File: config.mk
export PLATFORM = sky130hd
export DESIGN_NAME = mux_share_arbiter
export DESIGN_NICKNAME = d
export VERILOG_FILES = /design/src/rtl/mux_share_arbiter.sv
export SDC_FILE = /design/constraint.sdc
export NUM_CORES = 1
export LEC_CHECK = 0
export BUFFER_PORTS_ARGS = -buffer_cell sky130_fd_sc_hd__buf_4
export CORE_AREA = 5 5 43 45
export DETAILED_ROUTE_END_ITERATION = 6
export DIE_AREA = 0 0 48 50
export PLACE_DENSITY_LB_ADDON = 0.1
export SETUP_SLACK_MARGIN = 0.5
export SKIP_CTS_REPAIR_TIMING = 1
export SLEW_MARGIN = 20
export SYNTH_ARGS = -nofsm -noshare
export SYNTH_HDL_FRONTEND = slang
export SYNTH_SLANG_ARGS = --single-unit
File: constraint.sdc
create_clock -name clk -period 1.49 [get_ports clk]
set_input_delay 0.298 -clock clk [delete_from_list [all_inputs] [get_ports clk]]
set_output_delay 0.298 -clock clk [all_outputs]
set_load 0.03 [all_outputs]
File: src/rtl/mux_share_arbiter.sv
// Round-robin arbiter sharing one select-and-compute datapath between two
// valid/ready requesters, with a one-deep registered output buffer.
module mux_share_arbiter #(
    parameter int unsigned WIDTH = 8,
    parameter int unsigned SHIFT = 3
) (
    input  logic             clk,
    input  logic             rst_n,
    input  logic             in0_valid,
    input  logic [WIDTH-1:0] in0_data,
    output logic             in0_ready,
    input  logic             in1_valid,
    input  logic [WIDTH-1:0] in1_data,
    output logic             in1_ready,
    output logic             sel,
    output logic             out_valid,
    output logic [WIDTH-1:0] out_data,
    output logic             out_src,
    input  logic             out_ready
);

    typedef enum logic {
        EMPTY = 1'b0,
        FULL  = 1'b1
    } state_t;

    state_t           r_state;
    logic             r_last_grant;
    logic [WIDTH-1:0] r_out_data;
    logic             r_out_src;

    logic             w_can_accept;
    logic             w_any_valid;
    logic             w_grant;
    logic             w_xfer;
    logic [WIDTH-1:0] w_shifted;
    logic [WIDTH-1:0] w_mux;

    // A full buffer can refill in the same cycle it is drained.
    assign w_can_accept = (r_state == EMPTY) || out_ready;
    assign w_any_valid  = in0_valid || in1_valid;

    // Contention goes to the requester that did not win last time.
    always_comb begin
        w_grant = r_last_grant;
        if (in0_valid && in1_valid) begin
            w_grant = ~r_last_grant;
        end else if (in0_valid) begin
            w_grant = 1'b0;
        end else if (in1_valid) begin
            w_grant = 1'b1;
        end
    end

    // Shift amounts at or beyond WIDTH clear the operand entirely.
    assign w_shifted = (SHIFT >= WIDTH) ? '0 : WIDTH'(in0_data << SHIFT);
    assign w_mux     = w_grant ? in1_data : w_shifted;

    assign w_xfer    = w_any_valid && w_can_accept;
    assign sel       = w_grant;
    assign in0_ready = w_xfer && !w_grant;
    assign in1_ready = w_xfer && w_grant;

    always_ff @(posedge clk or negedge rst_n) begin
        if (!rst_n) begin
            r_state      <= EMPTY;
            r_last_grant <= 1'b1;
            r_out_data   <= '0;
            r_out_src    <= 1'b0;
        end else begin
            case (r_state)
                EMPTY: begin
                    if (w_xfer) begin
                        r_state      <= FULL;
                        r_out_data   <= w_mux;
                        r_out_src    <= w_grant;
                        r_last_grant <= w_grant;
                    end
                end
                FULL: begin
                    if (w_xfer) begin
                        r_out_data   <= w_mux;
                        r_out_src    <= w_grant;
                        r_last_grant <= w_grant;
                    end else if (out_ready) begin
                        r_state <= EMPTY;
                    end
                end
                default: r_state <= EMPTY;
            endcase
        end
    end

    assign out_valid = (r_state == FULL);
    assign out_data  = r_out_data;
    assign out_src   = r_out_src;

endmodule

==> flow_summary_export.csv <==
group,metric,value,unit
clock_tree,clkSinkCount,11,
detailed_routing,route.detailed.drc,0,
finish,stdcell_count,118,
critical_path,cp-endpoint,"in1_ready",
finish,fin_nets,124,
timing,final.setup.tns,-0.370,ns
finish,num_antenna_cells,0,
clock_tree,cts.clk_slew.worst_paths,0.08,ns
floorplanning,io_pins,34,
timing,worst_clock_skew,0.00625,ns
clock_tree,cts-htree-levels,1,
critical_path,crit_cells,3,
critical_path,cp.required,1.19,ns
timing,rsz0062_at_grt,"true",
detailed_routing,met1_length,717,um
finish,drive_above_1_share,63.7,%
floorplanning,dieArea,2400,sq um
timing,fin_ws,-0.155,ns
floorplanning,fp.dieW,48,um
timing,hold_violations,0,
critical_path,reg2reg_depth,5,
finish,fin_area,1050,sq um
clock_tree,cts_tree,"built",
logic_synthesis,postSynthAreaPerCell,10.6,sq um
clock_tree,ctsRootBufferMaster,"clkbuf_4",
placement,placed_cell_area,830,sq um
detailed_routing,antenna_left,0,
critical_path,max_stage_delay,0.59,ns
pwr,p_leak,0.518,nW
grt,grt_first_pass_wirelength,2260,um
grt,grt_max_degree,12,
detailed_routing,via_per_inst,4.83,
clock_tree,numCtsBuffers,3,
critical_path,r2r_slack,0.05,ns
detailed_routing,post_drt_wl_per_cell,13.3,um
critical_path,cp-startpoint,"r_last_grant",
critical_path,worstPathArrival,1.35,ns
logic_synthesis,syn_nets,72,
pwr,ir_drop,1180,uV
critical_path,timing.rr.start,"r_last_grant",
logic_synthesis,netlist_instances,51,
grt,track_usage,13.3,%
timing,slew_headroom,86.8,%
clock_tree,clockBufferDepth,2,
grt,first_global_vias,512,
finish,syn2layout_area_growth,93.1,%
pwr,power.density,1560,nW/um^2
logic_synthesis,synth_cell_types,18,
critical_path,worstSetupEndpointType,"output pin",
run_status,status,"complete, but fails checks",
placement,routabilityCongestion,0.816,
clock_tree,clk_latency,0.26,ns
critical_path,cp_top_family,"flip-flops",
critical_path,critical_path.max_fanout,5,
placement,numPortBuffers,30,
detailed_routing,wl_met3,89,um
detailed_routing,drt_wl_total,1570,um
timing,fin_crit_sh,110,%
timing,setup_violations,3,
critical_path,path_class,"register to output pin",
floorplanning,initial_utilization,37.7,%
critical_path,slowest_stage,"dfstp_2",
critical_path,path_cells,"and2b_2 -> o211a_4 -> buf_6",
min_path,worstHoldPathType,"input port to register",
job,max_cap_violations,0,
timing,report.final.slew_viol_count,0,
grt,grt_overflow,0,
timing,min_period,1.64,ns
logic_synthesis,netlist_area,542,sq um
detailed_routing,first_pass_iters,4,
detailed_routing,drt_iter0_drc,2,
detailed_routing,wl_met2,757,um
floorplanning,dieHeight,50,um
detailed_routing,vias,570,
logic_synthesis,synth_seq_area_share,51.0,%
timing,worstMarginPinSlew,0.198,ns
critical_path,r2r_end,"out_data[2]",
detailed_routing,highest_layer,"met4",
timing,fmax,608,MHz
critical_path,path_buf_inv,1,
floorplanning,num_rows,14,
critical_path,start_kind,"register",
run_status,violations,"setup timing",
floorplanning,core-area,1440,sq um
placement,placed_cells,99,
grt,antenna_found_initial,0,
logic_synthesis,synth-seq-cells,11,
logic_synthesis,yosysWarnings,0,
timing,timing.hold.ws,0.251,ns
placement,hpwlAfterDp,1140,um
-- power breakdown --
group          total, mW  leakage, nW  internal [mW]  switching [mW]
combinational      0.961        0.375          0.520           0.442
clock              0.205       0.0150          0.103           0.101
sequential         0.470        0.127          0.394          0.0764
total               1.64        0.518           1.02           0.619
-- cells in the final DEF (no fill, tap or decap) --
master,instances
a21oi_1,5
a22o_1,3
a31oi_1,5
and2_4,1
and2b_2,1
buf_4,34
buf_6,15
clkbuf_1,1
clkbuf_4,3
dfrtp_1,9
dfrtp_2,1
dfstp_2,1
dlygate4sd3_1,1
mux2_4,2
nand2_1,1
nand2_4,1
nand2b_1,2
nand2b_4,2
nand3_1,5
nor2_4,1
nor2b_4,1
o211a_4,1
o21ai_1,4
o21ai_2,1
or2_1,1
-- routing by layer --
metal  vias to the layer above  global-route usage [%]
met4                         0                    6.73
met1                       267                    18.9
met3                         2                    2.55
li1                        287                       -
met2                        14                    18.7
met5                         -                       0
-- through the flow --
step | setup slack [ns] | power, mW | util (%)
finish | -0.155 | 1.64 | 72.8
global route | -0.188 | 1.72 | 72.8
CTS | -0.205 | 1.35 | 59.6
detailed placement | 0.0467 | 1.15 | 57.8
global placement | 0.0552 | 1.14 | 57.8
floorplan | 0.163 | 0.891 | -
-- Yosys cell counts --
cell      instances  area (sq um)
buf_6             2          22.5
o211a_1           1          10.0
a31oi_1           5          31.3
mux2_4            2          30.0
a21oi_1           5          25.0
o21ai_0           5          25.0
nand2b_1          4          25.0
dfstp_2           1          26.3
buf_2             1          5.00
a22o_1            3          26.3
or2_1             1          6.26
and2_4            1          8.76
and2b_1           1          7.51
nor2_1            1          3.75
nor2b_1           1          6.26
nand2_1           2          7.51
nand3_1           5          25.0
dfrtp_1          10           250
-- worst min path at each step --
stage | startpoint | end | slack (ns) | depth (start not counted)
floorplan | rst_n | out_data[0] | 0.002 | 0
global placement | rst_n | out_data[6] | 0.14 | 1
detailed placement | rst_n | out_data[6] | 0.14 | 1
CTS | rst_n | out_data[6] | -0.15 | 1
global route | in1_data[2] | out_data[2] | 0.25 | 2
finish | in1_data[0] | out_data[0] | 0.25 | 2
-- state kept, by name, indices dropped and copies added (netlist names) --
name / cells
r_last_grant: 1
out_data: 8
out_src: 1
out_valid: 1
-- worst reg2reg max path: stages, from the launching register on --
cell and delay (ns):
dfstp_2 0.59, nor2b_4 0.07, o211a_4 0.23, buf_4 0.13, buf_4 0.13, a22o_1 0.17
-- cells by family after synthesis --
family / Yosys count / share of synthesized area, %
flip-flops: 11 / 51.0
multiplexers: 2 / 5.54
buffers and inverters: 3 / 5.08
AND/OR/NAND/NOR: 16 / 16.6
AO/OA/AOI/OAI: 19 / 21.7
-- layout make-up --
cell class                      instances  area [sq um]
Timing Repair Buffer                   50           434
Fill cell                             111           390
Multi-Input combinational cell         37           288
Sequential cell                        11           278
Clock buffer                            4          26.3
Tap cell                               16          20.0
(Power assumes the default switching activity.)
